File: src/rtl/sequence_generator.sv
// ---------------------------------------------------------------------------
// sequence_generator
//
// Serialises a latched bit pattern MSB-first (pattern[len-1] .. pattern[0]),
// repeating it `reps` times with GAP idle cycles between repetitions. A
// `reps` value of 0 repeats until `stop` is asserted. All outputs are
// registered, and the first bit appears in the cycle right after the edge
// that samples `start`.
//
// Parameters
//   MAX_LEN  maximum pattern length in bits (2..32)
//   GAP      idle cycles between repetitions (0..15)
//
// Ports
//   clk      clock, rising edge
//   rst      asynchronous, active-high reset
//   start    begin transmission (sampled in IDLE only)
//   stop     synchronous abort (sampled in every state, wins over start)
//   pattern  bit pattern, bit len-1 sent first
//   len      number of pattern bits to send (1..MAX_LEN accepted)
//   reps     repetition count, 0 = repeat until stop
//   w        serial data
//   valid    w carries a pattern bit
//   busy     high in SEND and GAP
//   done     one-cycle pulse after the last bit of the last repetition
// ---------------------------------------------------------------------------
module sequence_generator #(
    parameter int MAX_LEN = 16,
    parameter int GAP     = 2
) (
    input  logic                         clk,
    input  logic                         rst,
    input  logic                         start,
    input  logic                         stop,
    input  logic [MAX_LEN-1:0]           pattern,
    input  logic [$clog2(MAX_LEN+1)-1:0] len,
    input  logic [3:0]                   reps,
    output logic                         w,
    output logic                         valid,
    output logic                         busy,
    output logic                         done
);

    localparam int LEN_W = $clog2(MAX_LEN + 1);
    localparam int IDX_W = $clog2(MAX_LEN);
    localparam logic [3:0] GAP_LAST = 4'(GAP - 1);

    typedef enum logic [1:0] {
        S_IDLE = 2'b00,
        S_SEND = 2'b01,
        S_GAP  = 2'b10
    } state_t;

    state_t             state_q, state_n;
    logic [IDX_W-1:0]   idx_q, idx_n;     // index of the bit currently on w
    logic [3:0]         rep_q, rep_n;     // completed repetitions
    logic [3:0]         gap_q, gap_n;     // gap cycles already spent
    logic [MAX_LEN-1:0] pat_q, pat_n;
    logic [LEN_W-1:0]   len_q, len_n;
    logic [3:0]         reps_q, reps_n;
    logic               w_n, valid_n, busy_n, done_n;

    logic               len_ok;
    logic [IDX_W-1:0]   in_top;           // len-1 of the incoming request
    logic [IDX_W-1:0]   lat_top;          // len-1 of the latched request
    logic               last_rep;

    assign len_ok   = (len != '0) && (len <= LEN_W'(MAX_LEN));
    assign in_top   = IDX_W'(len - LEN_W'(1));
    assign lat_top  = IDX_W'(len_q - LEN_W'(1));
    assign last_rep = (reps_q != 4'd0) && ((rep_q + 4'd1) == reps_q);

    always_comb begin
        // NOTE: every signal gets a default before the case so no path leaves it unassigned, which would infer a latch.
        state_n = state_q;
        idx_n   = idx_q;
        rep_n   = rep_q;
        gap_n   = gap_q;
        pat_n   = pat_q;
        len_n   = len_q;
        reps_n  = reps_q;
        w_n     = 1'b0;
        valid_n = 1'b0;
        busy_n  = 1'b0;
        done_n  = 1'b0;

        case (state_q)
            S_IDLE: begin
                if (!stop && start && len_ok) begin
                    state_n = S_SEND;
                    pat_n   = pattern;
                    len_n   = len;
                    reps_n  = reps;
                    idx_n   = in_top;
                    rep_n   = 4'd0;
                    gap_n   = 4'd0;
                    w_n     = pattern[in_top];
                    valid_n = 1'b1;
                    busy_n  = 1'b1;
                end
            end

            S_SEND: begin
                if (stop) begin
                    state_n = S_IDLE;
                    idx_n   = '0;
                    rep_n   = 4'd0;
                    gap_n   = 4'd0;
                end else if (idx_q != '0) begin
                    idx_n   = idx_q - IDX_W'(1);
                    w_n     = pat_q[idx_q - IDX_W'(1)];
                    valid_n = 1'b1;
                    busy_n  = 1'b1;
                end else if (last_rep) begin
                    state_n = S_IDLE;
                    idx_n   = '0;
                    rep_n   = 4'd0;
                    done_n  = 1'b1;
                end else begin
                    // Endless mode never counts, so the counter cannot wrap.
                    if (reps_q != 4'd0) rep_n = rep_q + 4'd1;
                    busy_n = 1'b1;
                    if (GAP > 0) begin
                        state_n = S_GAP;
                        gap_n   = 4'd0;
                    end else begin
                        idx_n   = lat_top;
                        w_n     = pat_q[lat_top];
                        valid_n = 1'b1;
                    end
                end
            end

            S_GAP: begin
                if (stop) begin
                    state_n = S_IDLE;
                    idx_n   = '0;
                    rep_n   = 4'd0;
                    gap_n   = 4'd0;
                end else if (gap_q == GAP_LAST) begin
                    state_n = S_SEND;
                    gap_n   = 4'd0;
                    idx_n   = lat_top;
                    w_n     = pat_q[lat_top];
                    valid_n = 1'b1;
                    busy_n  = 1'b1;
                end else begin
                    gap_n  = gap_q + 4'd1;
                    busy_n = 1'b1;
                end
            end

            default: begin
                state_n = S_IDLE;
                idx_n   = '0;
                rep_n   = 4'd0;
                gap_n   = 4'd0;
            end
        endcase
    end

    always_ff @(posedge clk or posedge rst) begin
        if (rst) begin
            // NOTE: the latched request registers are reset too, so nothing from an aborted transfer survives reset.
            state_q <= S_IDLE;
            idx_q   <= '0;
            rep_q   <= 4'd0;
            gap_q   <= 4'd0;
            pat_q   <= '0;
            len_q   <= '0;
            reps_q  <= 4'd0;
            w       <= 1'b0;
            valid   <= 1'b0;
            busy    <= 1'b0;
            done    <= 1'b0;
        end else begin
            // NOTE: non-blocking assignments so every register samples the pre-edge values of the others.
            state_q <= state_n;
            idx_q   <= idx_n;
            rep_q   <= rep_n;
            gap_q   <= gap_n;
            pat_q   <= pat_n;
            len_q   <= len_n;
            reps_q  <= reps_n;
            w       <= w_n;
            valid   <= valid_n;
            busy    <= busy_n;
            done    <= done_n;
        end
    end

endmodule

File: config.mk
export PLATFORM = sky130hd
export DESIGN_NAME = sequence_generator
export DESIGN_NICKNAME = d
export VERILOG_FILES = /design/src/rtl/sequence_generator.sv
export SDC_FILE = /design/constraint.sdc
export NUM_CORES = 1
export LEC_CHECK = 0
export CORE_MARGIN = 1.5
export CORE_UTILIZATION = 55
export CTS_CLUSTER_SIZE = 20
export DETAILED_ROUTE_END_ITERATION = 10
export PLACE_DENSITY = 0.84
export SYNTH_ARGS = -nofsm -noshare
export SYNTH_HDL_FRONTEND = slang
export SYNTH_SLANG_ARGS = --single-unit
File: constraint.sdc
create_clock -name clk -period 2.62 [get_ports clk]
set_clock_uncertainty 0.1 [all_clocks]
set_input_delay 0.393 -clock clk [delete_from_list [all_inputs] [get_ports clk]]
set_output_delay 0.393 -clock clk [all_outputs]
set_load 0.03 [all_outputs]
== After elaboration in Yosys (flattened, before gate mapping) ==
Cells that the tools add are included.

* Add/subtract/negate cells: 5
* Order comparisons: 4
* Equality and inequality tests: 11
* Mux-type cells: 54
* Reductions and logical operators: 14

{| class="wikitable"
|+ Operators by type and width
! operator !! count
|-
| $mux 4 || 17
|-
| $pmux 4 s3 || 3
|-
| $mux 1 || 21
|-
| $lt 4x5->1 const B || 3
|-
| $bmux 1 s4 || 3
|-
| $mux 2 || 6
|-
| $sub 4x1->4 const B || 3
|-
| $ne 3x3->1 const B || 3
|-
| $pmux 1 s3 || 3
|-
| $reduce_and 3->1 || 3
|-
| $add 4x1->4 const B || 2
|-
| $ne 4x4->1 const B || 2
|-
| $reduce_bool 4->1 || 2
|-
| $pmux 2 s3 || 1
|-
| $le 5x5->1 const B || 1
|-
| $reduce_bool 5->1 || 1
|-
| $eq 4x1->1 const B || 1
|-
| $eq 4x4->1 || 1
|-
| $logic_and 1x1->1 || 4
|-
| $ne 2x2->1 const B || 2
|-
| $reduce_and 4->1 || 1
|-
| $eq 2x1->1 const B || 1
|-
| $eq 2x2->1 const B || 1
|-
| $logic_not 2->1 || 1
|-
| other kinds (2) || 2
|}

* Bits in registers: 42
* Bits of input ports: 29
* Output and inout port bits: 4
* Logic and storage cells: 99

== Depth between registers and ports, before layout ==
Gate-level depths: netlist of the first run.

* Depth after elaboration: 7
* Gate-level depth with buffers: 9
* Mapped depth without buffers: 7

== Worst setup path before layout of the first run ==
No wires, ideal clock.

* Path kind: reg2reg
* Start point: register idx_q[0]
* End point: register w
* Setup time: 124 ps
* Arrival time: 2,059 ps
* Data required time: 2,396 ps
* Path slack: 337 ps
* Cell stages (with the launch flop): 8
* Path buffers: 1
* Clock period less this slack: 2,283 ps
* Path through: dfrtp_1 clkbuf_1 inv_1 ha_1 mux4_2 mux2i_1 o32ai_1 a211o_1

* Longest elaborated chain between the ends: 6
* Elaborated cells on any way between the ends: 7
* Those cells by class: add/sub (1); mux (5); reduce/logical (1)

{| class="wikitable"
|+ RTL lines
! item !! line !! source
|-
| start: declaration || 55 || <nowiki>logic [IDX_W-1:0] idx_q, idx_n;</nowiki>
|-
| start signal: assignment || 179 || <nowiki>idx_q <= idx_n;</nowiki>
|-
| $sub 4x1->4 || 111 || <nowiki>w_n = pat_q[idx_q - IDX_W'(1)];</nowiki>
|-
| $bmux 1 s4 || 111 ||
|-
| $mux 1 (not written as such) || 111 ||
|-
| $mux 1 * || 109 || <nowiki>end else if (idx_q != '0) begin</nowiki>
|-
| $mux 1 * || 104 || <nowiki>if (stop) begin</nowiki>
|-
| $pmux 1 s3 * || 87 || <nowiki>case (state_q)</nowiki>
|-
| via w_n || 61 || <nowiki>logic w_n, valid_n, busy_n, done_n;</nowiki>
|-
| end signal: assignment || 185 || <nowiki>w <= w_n;</nowiki>
|-
| end: declaration || 38 || <nowiki>output logic w,</nowiki>
|}

Mark *: on every way through the listed nets, which the timed path passes. The rest lies on a longest branch. The select of a mux whose other input is x is not followed.
A chain may end at the register's enable or synchronous reset.

== Worst setup path in the final report of the first run ==
* Start point: register rep_q[0]
* End point: register idx_q[3]

* Longest elaborated chain between the ends: 5

{| class="wikitable"
|+ RTL lines
! item !! line !! source
|-
| start: declaration || 56 || <nowiki>logic [3:0] rep_q, rep_n;</nowiki>
|-
| start signal: assignment || 180 || <nowiki>rep_q <= rep_n;</nowiki>
|-
| $add 4x1->4 || 71 || <nowiki>assign last_rep = (reps_q != 4'd0) && ((rep_q + 4'd1) == reps_q);</nowiki>
|-
| $eq 4x4->1 || 71 ||
|-
| $logic_and 1x1->1 || 71 ||
|-
| $ne 4x4->1 (no line) || -- ||
|-
| $reduce_and 3->1 (no line) || -- ||
|}

Every way passes these cells.

==> results of run 1 <==
[registers in the layout, summed over array words and instances (netlist names), 2 cells and up]
| signal | flops |
|---|---|
| state_q | 2 |
| reps_q | 4 |
| rep_q | 4 |
| pat_q | 16 |
| len_q | 4 |
| idx_q | 4 |
| gap_q | 4 |
[layout make-up]
class	instances	share of cell area, %
clock inverters	1	0.9577
flip-flops and latches	42	33.52
inverters	12	1.437
multi-input cells	154	45.65
repair buffers	45	13.73
well taps	52	2.075
clock buffers	6	2.634
[power groups by stage]
stage	Combinational (W)	Clock (W)	Sequential (W)
4_1_cts	0.00151	0.000531	0.00112
2_1_floorplan	0.00116	0	0.00107
3_5_place_dp	0.00150	0	0.00113
5_1_grt	0.00164	0.000546	0.00116
6_report	0.00151	0.000515	0.00112
3_3_place_gp	0.00146	0	0.00111
[synthesized netlist by cell type, drive strengths merged]
cell type  number  area (um2)
a211o           1       8.760
a211oi          1       20.02
nand2          14       52.55
o21ai           8       40.04
mux4           12       270.3
buf             7       37.54
or4             1       7.510
nand3          10       50.05
xnor2           6       60.06
o32ai           2       17.52
nor4            1       6.260
o31ai           1       7.510
o221ai          2       17.52
o211a           1       10.01
o22ai           3       18.77
o22a            2       17.52
dfrtp          42        1051
mux2           25       292.8
xor2            5       43.79
nand2b          8       50.05
nor3            6       35.03
nand4           2       12.51
o311ai          1       8.760
mux2i           8       92.59
nand3b          1       7.510
nor2b           1       6.260
ha              8       100.1
nor2            7       28.78
a31oi           3       33.78
o211ai          3       22.52
or3b            2       20.02
nor3b           4       40.03
a22oi           1       7.510
inv            12       45.04
clkbuf          1       3.750
nor4b           1       8.760
a21oi           2       10.01
or2             1       6.260
[metal layers]
layer | vias up | global-route usage (%)
met5 | - | 0
met4 | 0 | 11.32
met3 | 12 | 5.063
met2 | 50 | 38.07
met1 | 937 | 31.57
li1 | 892 | -
[critical path, cell delays in order (launching register included)]
cell,delay (ns)
dfrtp_1,0.45
ha_1,0.37
xor2_1,0.18
nor3_2,0.29
a31oi_4,0.19
a211oi_4,0.39
mux2_4,0.34
[worst paths after layout]
path,startpoint,endpoint,slack (ns),depth (start not counted)
setup / recovery,rep_q[0],idx_q[3],0.19,6
min in group asynchronous,rst,reps_q[3],0.44,3
max in group asynchronous,rst,done,1.61,3
hold reg to reg,gap_q[3],gap_q[3],0.39,1
hold / removal,gap_q[3],gap_q[3],0.39,1
setup reg to reg,rep_q[0],idx_q[3],0.19,6
[kinds of logic (layout without fill, tap and decap cells)]
group,Yosys count,after routing,share of synthesized area [%]
muxes,45,45,25.52
AOI/OAI and AO/OA,31,31,9.353
buffers and inverters,20,64,3.361
xor gates and xnor gates,11,11,4.043
adders and majority gates,8,8,3.897
and+or+nand+nor,59,59,12.91
DFF,42,42,40.92
[placed cells by master (no fill, tap or decap), types with 6 or more instances in the layout]
cell             synthesis  routed
dfrtp_1                 42      42
clkdlybuf4s50_1          0      32
mux2_2                  19      19
nand2_1                 14      14
inv_1                   12      12
mux4_2                  12      12
buf_4                    1      12
nand3_1                 10      10
nand2b_1                 8       8
o21ai_0                  8       8
ha_1                     8       8
mux2i_1                  7       7
nor2_1                   6       6
clkbuf_8                 0       6
[through the flow]
step	hold WS, ns	instance area [um2]	instances
after floorplan	0.3501	2569	216
after global placement	0.3712	3023	305
after detailed placement	0.3827	3023	305
after CTS	0.3925	3136	312
after global routing	0.4079	3136	312
final	0.3918	3136	312
==> key figures, run 1 <==
Run status
  – Status: complete, no violations

Finish
  – Multi-input gate area: 1431 um2
  – Seq. cell area: 1051 um2
  – Share of cells above drive strength 1: 25.00%
  – Nets@finish: 297
  – Layout area overhead: 22.07%
  – Final core occ: 71.03%
  – Antenna cells: 0
  – Fill cells: 301

Setup path
  – Setup CP Type: reg -> reg
  – CP arrival: 2.51 ns
  – CP Launch Type: flop
  – Crit end category: flop
  – Worst-path maximum fanout: 6
  – Crit path required time: 2.70 ns

Floorplanning
  – Core area: 4414 um2
  – Die H: 71.34 um
  – Total die area: 5089 um2
  – Chip width: 71.34 um
  – Rows: 24
  – Starting Density: 58.19%
  – I/O pin count: 33

Place
  – Worst slack, placed: 0.02809 ns
  – Port buffer count: 32
  – Hpwl dp: 4.173 mm
  – GP Congestion: 0.9215

Timing
  – Max Clk Rate: 412.1 MHz
  – Max Slew Vio Count: 0
  – Period utilization: 92.61%
  – Setup TNS: 0 ns
  – Setup slack after layout: 0.1937 ns
  – Worst Max-Slew Pin Slew: 0.5312 ns
  – Tmin final: 2.426 ns
  – RSZ-0062 raised after global routing: false
  – Setup violators final: 0
  – Hold Violations, Final: 0
  – Slew HR: 64.58%

Flow run
  – Max cap viols: 0

Global route
  – First-pass GRT wire length: 9.425 mm
  – Total track usage: 23.94%
  – GRT overflow: 0
  – Initial antenna violation count: 0
  – Largest net degree at the start of global routing: 43
  – Vias in the first global route: 2006

Power
  – Power per cell area: 1003 nW/um2
  – Comb power frac: 47.9%
  – Sequential power share: 35.7%
  – Internal: 0.002025 W
  – Switching share of power: 35.61%
  – Total Power: 0.003144 W
  – Worst VDD drop: 0.5326 mV
  – Clock group share of total power: 16.4%
  – Pleak: 1.333 nW
  – P_sw: 0.001120 W

Routing
  – DR WL met2: 2.706 mm
  – TritonRoute pass-1 iters: 4
  – Total wire length: 5.445 mm
  – WL per Instance: 17.45 um
  – Routed length on met3: 240 um
  – First DRT Iteration DRCs: 141
  – Via density: 6.061
  – Residual DRC: 0
  – Post-route ant nets: 0
  – Via count: 1891
  – Top Layer Used: met4
  – Met1 WL: 2.368 mm

Yosys
  – Sequential cell area fraction in the yosys report: 40.92%
  – Post-synth net total: 253
  – Yosys cell types: 48
  – Synth warn: 0
  – Syn Std Cell Area: 2569 um2
  – #FFs+latches synth: 42
  – Syn Inst Count: 216
  – Avg Inst Size Synth: 11.89 um2

Clock tree
  – CTS resizes: 0
  – Clk_lat worst skew: 0.30 ns
  – TritonCTS clock tree: done
  – Hold_buf cts: 0
  – CTS Buf Count: 5
  – Post-CTS Setup Bufs: 0
  – Clock sinks: 42
  – Max Buffers Root-to-Sink: 2
  – Root buffer cell: clkbuf_8
  – Reg clk slew, reported paths: 0.07 ns
  – H-tree depth: 2

Worst hold path
  – Hold WC Path Type: reg -> reg
No activity file was read; power rests on OpenSTA's default activity.
==> run 2, diff against run 1 <==
--- a/config.mk
+++ b/config.mk
@@ -5,6 +5,7 @@
 export SDC_FILE = /design/constraint.sdc
 export NUM_CORES = 1
 export LEC_CHECK = 0
+export CAP_MARGIN = 10
 export CORE_MARGIN = 1.5
 export CORE_UTILIZATION = 55
 export CTS_CLUSTER_SIZE = 20
==> results of run 2 <==
Final layout, timing and power as in run 1 (identical DEF).
==> run 3, diff against run 2 <==
==> constraint.sdc (replaced) <==
create_clock -name clk -period 2.35 [get_ports clk]
set_clock_uncertainty 0.1 [all_clocks]
set_input_delay 0.3525 -clock clk [delete_from_list [all_inputs] [get_ports clk]]
set_output_delay 0.3525 -clock clk [all_outputs]
set_load 0.03 [all_outputs]
==> run 3 against run 2 <==
Net effect:
- final area is 1.4% higher
- critical path type unchanged
- largest power group unchanged
- critical endpoint is now w
- via count is 1.2% higher
- register-to-register slack worse by 0.09 ns
==> key figures, run 3 (synthesized netlist as in run 1, its figures left out) <==
Timing
  – Max Slew Vio Count: 0 (unchanged)
  – Hold Violations, Final: 0 (unchanged)
  – Hold WS: 0.3761 ns (-0.01571 ns)
  – Tmin final: 2.244 ns (-0.1825 ns)
  – Worst Max-Slew Pin Slew: 0.5144 ns (-0.01683 ns)
  – Period utilization: 95.48% (+2.9 points)
  – Setup slack after layout: 0.1061 ns (-0.08754 ns)
  – Slew HR: 65.71% (+1.1 points)
  – Max Clk Rate: 445.7 MHz (+8.1%)
  – Setup violators final: 0 (unchanged)

Setup path
  – Crit path required time: 2.43 ns (-0.27 ns)
  – CP Launch Type: flop
  – Worst-path maximum fanout: 5 (-1)
  – Origin of the worst setup path: idx_q[1]
  – Worst r2r src: idx_q[1]
  – CP arrival: 2.33 ns (-0.18 ns)
  – Setup CP Type: reg -> reg
  – Crit end category: flop

Flow run
  – Max cap viols: 0 (unchanged)

Floorplanning
  – Die H: 71.34 um (unchanged)
  – Total die area: 5089 um2 (unchanged)
  – I/O pin count: 33 (unchanged)
  – Chip width: 71.34 um (unchanged)
  – Core area: 4414 um2 (unchanged)
  – Starting Density: 58.19% (unchanged)
  – Rows: 24 (unchanged)

Routing
  – WL per Instance: 17.95 um (+2.8%)
  – TritonRoute pass-1 iters: 4 (unchanged)
  – Via density: 5.963 (-1.6%)
  – Post-route ant nets: 0 (unchanged)
  – Via count: 1914 (+1.2%)
  – Residual DRC: 0 (unchanged)
  – Total wire length: 5.761 mm (+5.8%)
  – First DRT Iteration DRCs: 173 (+23%)

Global route
  – Initial antenna violation count: 0 (unchanged)
  – Largest net degree at the start of global routing: 43 (unchanged)
  – Total track usage: 24.80% (+0.87 points)
  – Vias in the first global route: 1986 (-1.0%)
  – GRT overflow: 0 (unchanged)
  – First-pass GRT wire length: 9.708 mm (+3.0%)

Power
  – Sequential power share: 36.1% (+0.4 points)
  – Comb power frac: 50.0% (+2.1 points)
  – P_sw: 0.001299 W (+16%)
  – Power per cell area: 1093 nW/um2 (+9.0%)
  – Clock group share of total power: 13.9% (-2.5 points)
  – Worst VDD drop: 0.7043 mV (+32%)
  – Switching share of power: 37.38% (+1.8 points)
  – Pleak: 1.362 nW (+2.1%)
  – Internal: 0.002177 W (+7.5%)

Clock tree
  – Reg clk slew, reported paths: 0.08 ns (about the same)
  – CTS Buf Count: 5 (unchanged)
  – Clock sinks: 42 (unchanged)
  – TritonCTS clock tree: done
  – Max Buffers Root-to-Sink: 2 (unchanged)
  – H-tree depth: 2 (unchanged)
  – Root buffer cell: clkbuf_8
  – Clk_lat worst skew: 0.30 ns (about the same)

Finish
  – Commonest non-fill, non-tap cell in the layout: dfrtp_1
  – Final Cell Area: 3179 um2 (+1.4%)
  – Max reg flops: 16 (unchanged)
  – Share of cells above drive strength 1: 27.88% (+2.9 points)
  – Antenna cells: 0 (unchanged)
  – Layout area overhead: 23.77%
  – Biggest register: pat_q
  – Most frequent cells in the layout: dfrtp_1, clkdlybuf4s50_1, buf_4
  – Nets@finish: 305 (+2.7%)
  – Final core occ: 72.02% (+0.99 points)
  – Fill cells: 289 (-4.0%)

Place
  – Port buffer count: 32 (unchanged)
  – Hpwl dp: 4.490 mm (+7.6%)
  – Worst slack, placed: -0.1755 ns (-0.2036 ns)
  – Placed Area: 3070 um2 (+1.6%)
  – GP Congestion: 0.9735 (+5.6%)

Run status
  – Status: complete, no violations

Worst hold path
  – Hold WC Path Type: in -> async
==> run 3: final timing paths <==
kind | endpoint | cells after the start | slack (ns)
worst max register to register | w | 6 | 0.11
min in group clk | gap_q[3] | 1 | 0.40
worst max-delay path | w | 6 | 0.11
worst min-delay path | reps_q[0] | 3 | 0.38
max in group asynchronous | valid | 3 | 1.42
worst min register to register | gap_q[3] | 1 | 0.40
==> run 3: critical path, cell delays in order, from the launching register on <==
cell and delay (ns):
dfrtp_1 0.40, inv_1 0.08, ha_1 0.47, mux4_2 0.55
mux2i_1 0.14, o32ai_1 0.11, a211o_1 0.28
==> run 3: power by group through the flow <==
stage	logic (W)	clock network, W	registers (W)
final	0.00174	0.000483	0.00125
after global routing	0.00187	0.000516	0.00129
after CTS	0.00173	0.000488	0.00125
after detailed placement	0.00172	0	0.00126
after global placement	0.00168	0	0.00123
after floorplan	0.00129	0	0.00119
==> run 3: area by class of cell <==
| class | count | area [um2] | share of cell area (%) |
|---|---|---|---|
| flip-flops and latches | 42 | 1051 | 33.06 |
| repair buffers | 53 | 478.0 | 15.03 |
| well taps | 52 | 65.06 | 2.046 |
| inverters | 12 | 45.04 | 1.417 |
| multi-input cells | 154 | 1445 | 45.45 |
| clock inverters | 2 | 12.51 | 0.3935 |
| clock buffers | 6 | 82.58 | 2.597 |
==> run 3: timing repair <==
action,CTS,global route
hold buffers,0,0
setup endpoints to repair,0,4
gates resized for setup,0,2
setup buffers,0,0
==> run 3: metrics by stage <==
stage	std cells	power (W)	setup TNS [ns]
floorplan	216	0.002483	0
global placement	313	0.002905	-1.667
detailed placement	313	0.002982	-2.661
CTS	321	0.003468	0
global route	321	0.003673	-0.01776
finish	321	0.003476	0
==> run 3: routing by layer <==
layer | part of all wire, % | track usage (%) | vias to the layer above
li1 | - | - | 906
met1 | 42 | 31.89 | 945
met2 | 53 | 42.80 | 56
met3 | 4.1 | 4.923 | 7
met4 | 0.97 | 7.128 | 0
met5 | 0 | 0 | -
==> RTL edit 1: new RTL, config.mk and constraints of run 2 <==
The parameter `MAX_LEN` goes from 16 to 8.
--- a/src/rtl/sequence_generator.sv
+++ b/src/rtl/sequence_generator.sv
@@ -25,7 +25,7 @@
 //   done     one-cycle pulse after the last bit of the last repetition
 // ---------------------------------------------------------------------------
 module sequence_generator #(
-    parameter int MAX_LEN = 16,
+    parameter int MAX_LEN = 8,
     parameter int GAP     = 2
 ) (
     input  logic                         clk,
Ports: changed (resized len and pattern); port bits go from 33 to 24. The function was not compared with the original's and may differ.
==> RTL edit 1 against run 2 <==
Sequential cell count decreased by 10; area after synthesis is 25% lower; sequential power shrank 21%; power fell by 29%; largest power group unchanged; design area shrank 28%; cell count fell by 23%; largest cell class unchanged; wire length shrank 31%; die area shrank 24%; via count is 28% lower; setup slack gained 0.047 ns.
==> RTL edit 1: results (changes against run 2) <==
routed len/inst=15.7 um (was 17.5 um); reg2reg end=idx_q[1]$_DFFE_PP0P_ (was idx_q[3]$_DFFE_PP0P_); Slew @ Worst Pin=0.649 ns (was 0.531 ns); Final Wtd Congestion=0.774 (was 0.922); setup slack, reg-to-reg=0.24 ns (was 0.19 ns); Worst VDD drop=0.000494 V (was 0.000533 V); DP Cell Count=232 (was 305); syn nets=192 (was 253); latest clock arrival within the worst-skew pair=0.34 ns (was 0.30 ns); sequential-to-total area share from yosys stat=0.415 (was 0.409); worst reg-to-reg path cell count=7 (was 6); Synth area leaders=dfrtp_1 41%, mux2_2 9.3%, mux4_2 7.0% (was dfrtp_1 41%, mux4_2 11%, mux2_2 8.3%); CTS Buf Count=5 (unchanged); total track usage=0.219 (was 0.239); first-pass GRT wire length=6.53 mm (was 9.43 mm); Layout Nets=221 (was 297); DRT iter0 DRCs=42 (was 141); Worst Hold Class=in2async (was reg2reg); clock root cell=clkbuf_4 (was clkbuf_8); fraction of layout cells with a size suffix above 1=0.237 (was 0.250); Syn Inst Count=164 (was 216); max reg flops=8 (was 16); Hold Slack=0.323 ns (was 0.392 ns); Vias/cell=5.65 (was 6.06); critical path peak fanout=6 (unchanged); largest net degree at the start of global routing=33 (was 43); fillcell total=280 (was 301); Arr. time, crit path=2.52 ns (was 2.51 ns); Pre-antenna DRT Iters=4 (unchanged); vias in the first global route=1478 (was 2006); FF-to-FF Start=rep_q[0]$_DFFE_PP0P_ (unchanged); Cell Count, Final, Fillers Out=240 (was 312); Static Leak=0.985 nW (was 1.33 nW); Reg clk slew, reported paths=0.09 ns (was 0.07 ns); status=finished, final reports clean (unchanged); distinct cell type count of the synthesized netlist=51 (was 48); hpwl dp=2.94 mm (was 4.17 mm); port bufs=23 (was 32)
-- RTL edit 1: cell types whose count changed in the layout (fill, tap and decap cells not counted), moves of 6 or more --
| cell | before | now |
|---|---|---|
| mux4_2 | 12 | 6 |
| clkdlybuf4s50_1 | 32 | 23 |
| nand2b_1 | 8 | 0 |
| nand2_1 | 14 | 8 |
| nand3_1 | 10 | 3 |
| a21oi_1 | 2 | 9 |
| buf_4 | 12 | 2 |
| dfrtp_1 | 42 | 32 |
-- RTL edit 1: worst register-to-register path, delay by kind of cell (launching register included) --
kind            cells  cell delay [ns]
compound gates      4             0.84
flops               1             0.45
fa+ha+maj           1             0.38
mux                 1             0.29
simple gates        1             0.23
-- RTL edit 1: per-layer routing --
| metal | vias up | track usage | wire length, um |
|---|---|---|---|
| met5 | - | 0 | 0 |
| met4 | 0 | 0.117 | 91 |
| met3 | 10 | 0.0362 | 159 |
| met2 | 36 | 0.397 | 1970 |
| met1 | 649 | 0.245 | 1540 |
| li1 | 661 | - | - |
-- RTL edit 1: kinds of logic after synthesis --
group | share of synthesized area
AOI/OAI and AO/OA | 0.124
xor gates and xnor gates | 0.0447
adders and majority gates | 0.0518
buffers and inverters | 0.0382
DFF | 0.415
muxes | 0.181
and+or+nand+nor | 0.145
-- RTL edit 1: how the worst max path moves through the flow --
| stage | from | end | slack [ns] | cells after the start |
|---|---|---|---|---|
| finish | rep_q[0]$_DFFE_PP0P_ | idx_q[1]$_DFFE_PP0P_ | 0.24 | 7 |
| global route | rep_q[0]$_DFFE_PP0P_ | idx_q[1]$_DFFE_PP0P_ | 0.15 | 7 |
| CTS | rep_q[0]$_DFFE_PP0P_ | idx_q[1]$_DFFE_PP0P_ | 0.26 | 7 |
| detailed placement | len[0] | idx_q[1]$_DFFE_PP0P_ | 0.002 | 9 |
| global placement | len[0] | idx_q[1]$_DFFE_PP0P_ | 0.08 | 9 |
| floorplan | rep_q[0]$_DFFE_PP0P_ | idx_q[1]$_DFFE_PP0P_ | 0.51 | 7 |
-- RTL edit 1: cell type report --
cell class / count / area share
clock buffers: 8 / 0.0261
repair buffers: 25 / 0.109
multi-input cells: 119 / 0.468
inverters: 10 / 0.0166
flip-flops and latches: 32 / 0.355
well taps: 46 / 0.0255
-- RTL edit 1: power breakdown --
group / total [W] / leakage [nW] / internal (W) / switching (W)
Sequential: 0.000885 / 0.407 / 0.000676 / 0.000208
Combinational: 0.00106 / 0.545 / 0.000584 / 0.000472
Clock: 0.000295 / 0.0326 / 0.000132 / 0.000163
Total: 0.00224 / 0.985 / 0.00139 / 0.000844
-- RTL edit 1: per-stage QoR --
stage	util	setup WS, ns	area, um2
after global placement	0.653	0.0761	2200
after CTS	0.671	0.261	2260
after detailed placement	0.653	0.00154	2200
after global routing	0.671	0.145	2260
final	0.671	0.241	2260
after floorplan	-	0.510	1930
==> RTL edit 2: new RTL, config.mk and constraints of run 2 <==
Without the edit above. Re-encode `state_t` (3 states) as one-hot, 3 bits wide.
--- a/src/rtl/sequence_generator.sv
+++ b/src/rtl/sequence_generator.sv
@@ -45,10 +45,10 @@
     localparam int IDX_W = $clog2(MAX_LEN);
     localparam logic [3:0] GAP_LAST = 4'(GAP - 1);
 
-    typedef enum logic [1:0] {
-        S_IDLE = 2'b00,
-        S_SEND = 2'b01,
-        S_GAP  = 2'b10
+    typedef enum logic [2:0] {
+        S_IDLE = 3'b001,
+        S_SEND = 3'b010,
+        S_GAP  = 3'b100
     } state_t;
 
     state_t             state_q, state_n;
Check against the original RTL: same outputs for any inputs over 10 cycles, from zero or initial values and one cycle with rst high; not proved beyond that.
==> RTL edit 2 against run 2 <==
Power grew 0.26%; wire length grew 13%; sequential cell count grew 1; synthesized cell count grew 2.3%; largest cell class unchanged; design area grew 2.8%; die area grew 0.88%; global-route usage grew 2.5 points; setup slack lost 0.068 ns; area after synthesis grew 0.93%.
==> RTL edit 2: results (changes against run 2) <==
DRT iter0 DRCs=148 (was 141); vias in the first global route=2142 (was 2006); Worst VDD drop=0.000602 V (was 0.000533 V); total track usage=0.264 (was 0.239); hpwl dp=4.60 mm (was 4.17 mm); Slew @ Worst Pin=0.611 ns (was 0.531 ns); Post-CTS Setup Inserts=0 (unchanged); Pre-antenna DRT Iters=4 (unchanged); antenna violations before repair=0 (unchanged); Final Wtd Congestion=0.868 (was 0.922); Vias/cell=6.09 (was 6.06); Layout Nets=311 (was 297); top post-synthesis cells by count=42 x dfrtp_1, 16 x mux2_1, 11 x inv_1, 11 x mux2_2, 11 x nand2_1 (was 42 x dfrtp_1, 19 x mux2_2, 14 x nand2_1); DP Cell Count=319 (was 305); max reg flops=16 (unchanged); sequential-to-total area share from yosys stat=0.416 (was 0.409); CP peak stage delay=0.51 ns (was 0.45 ns); Worst Hold Class=reg2reg (unchanged); Post-Syn Area per Cell=11.7 um2 (was 11.9 um2); Static Leak=1.35 nW (was 1.33 nW); largest net degree at the start of global routing=44 (was 43); distinct cell type count of the synthesized netlist=51 (was 48); Arr. time, crit path=2.58 ns (was 2.51 ns); Hold Slack=0.421 ns (was 0.392 ns); Synth area leaders=dfrtp_1 41%, mux4_2 8.7%, mux2_1 6.9% (was dfrtp_1 41%, mux4_2 11%, mux2_2 8.3%); # resized after CTS=0 (unchanged); status=finished, final reports clean (unchanged); routed wire length=6.17 mm (was 5.45 mm); first-pass GRT wire length=10.4 mm (was 9.43 mm); fraction of layout cells with a size suffix above 1=0.222 (was 0.250); syn nets=258 (was 253); Cell Count, Final, Fillers Out=327 (was 312); pre-CTS setup slack=-0.115 ns (was 0.0281 ns); slowest CP cell=or3_1 (was dfrtp_1); setup slack, reg-to-reg=0.13 ns (was 0.19 ns); Async S/R FF share, synth=1.00 (unchanged); critical path peak fanout=6 (unchanged); Syn. warnings=0 (unchanged); latest clock arrival within the worst-skew pair=0.30 ns (about the same); port bufs=32 (unchanged); fmax=0.401 GHz (was 0.412 GHz); mapped cell area=2590 um2 (was 2570 um2)
==> RTL edit 2: cells by family (layout without fill, tap and decap cells) <==
group	Yosys count	in the layout	synth area share
simple gates	53	53	0.123
buf+inv	17	71	0.0261
flops	43	43	0.416
fa+ha+maj	8	8	0.0386
compound gates	46	46	0.128
mux	42	42	0.228
xor+xnor	12	12	0.0405
==> RTL edit 2: cell type report <==
class	instances	area, um2
Tap cell	52	65.1
Fill cell	315	1220
Timing Repair Buffer	52	483
Clock inverter	2	37.5
Multi-Input combinational cell	161	1450
Sequential cell	43	1080
Clock buffer	6	72.6
Inverter	11	41.3
==> RTL edit 2: critical path, delay by kind of cell (launching register included) <==
family	cells	cell delay [ns]
compound gates	2	0.42
xor+xnor	1	0.16
fa+ha+maj	1	0.36
flops	1	0.46
mux	1	0.36
simple gates	1	0.51
==> RTL edit 2: path summary, 6_finish.rpt <==
path	end	cells after the start	from
setup / recovery	idx_q[1]$_DFFE_PP0P_	6	rep_q[0]$_DFFE_PP0P_
hold / removal	pat_q[10]$_DFFE_PP0P_	1	pat_q[10]$_DFFE_PP0P_
setup reg to reg	idx_q[1]$_DFFE_PP0P_	6	rep_q[0]$_DFFE_PP0P_
hold reg to reg	pat_q[10]$_DFFE_PP0P_	1	pat_q[10]$_DFFE_PP0P_
max in group asynchronous	state_q[0]$_DFFE_PP1P_	3	rst
min in group asynchronous	pat_q[3]$_DFFE_PP0P_	3	rst
==> RTL edit 2: layer usage <==
layer / global-route usage / vias up / wire [um]
li1: - / 939 / -
met1: 0.358 / 960 / 2570
met2: 0.417 / 77 / 3100
met3: 0.0591 / 17 / 358
met4: 0.101 / 0 / 142
met5: 0 / - / 0
==> RTL edit 2: stage by stage <==
step	TNS [ns]	cell area, um2
detailed placement	-0.489	3110
CTS	0	3220
global route	0	3220
global placement	0	3110
finish	0	3220
floorplan	0	2590
==> RTL edit 2: power by group <==
part | leakage, nW | total [W] | switching, W | internal [W]
clock | 0.0514 | 0.000516 | 0.000232 | 0.000285
sequential | 0.541 | 0.00112 | 0.000218 | 0.000903
combinational | 0.759 | 0.00152 | 0.000698 | 0.000817
total | 1.35 | 0.00315 | 0.00115 | 0.00200
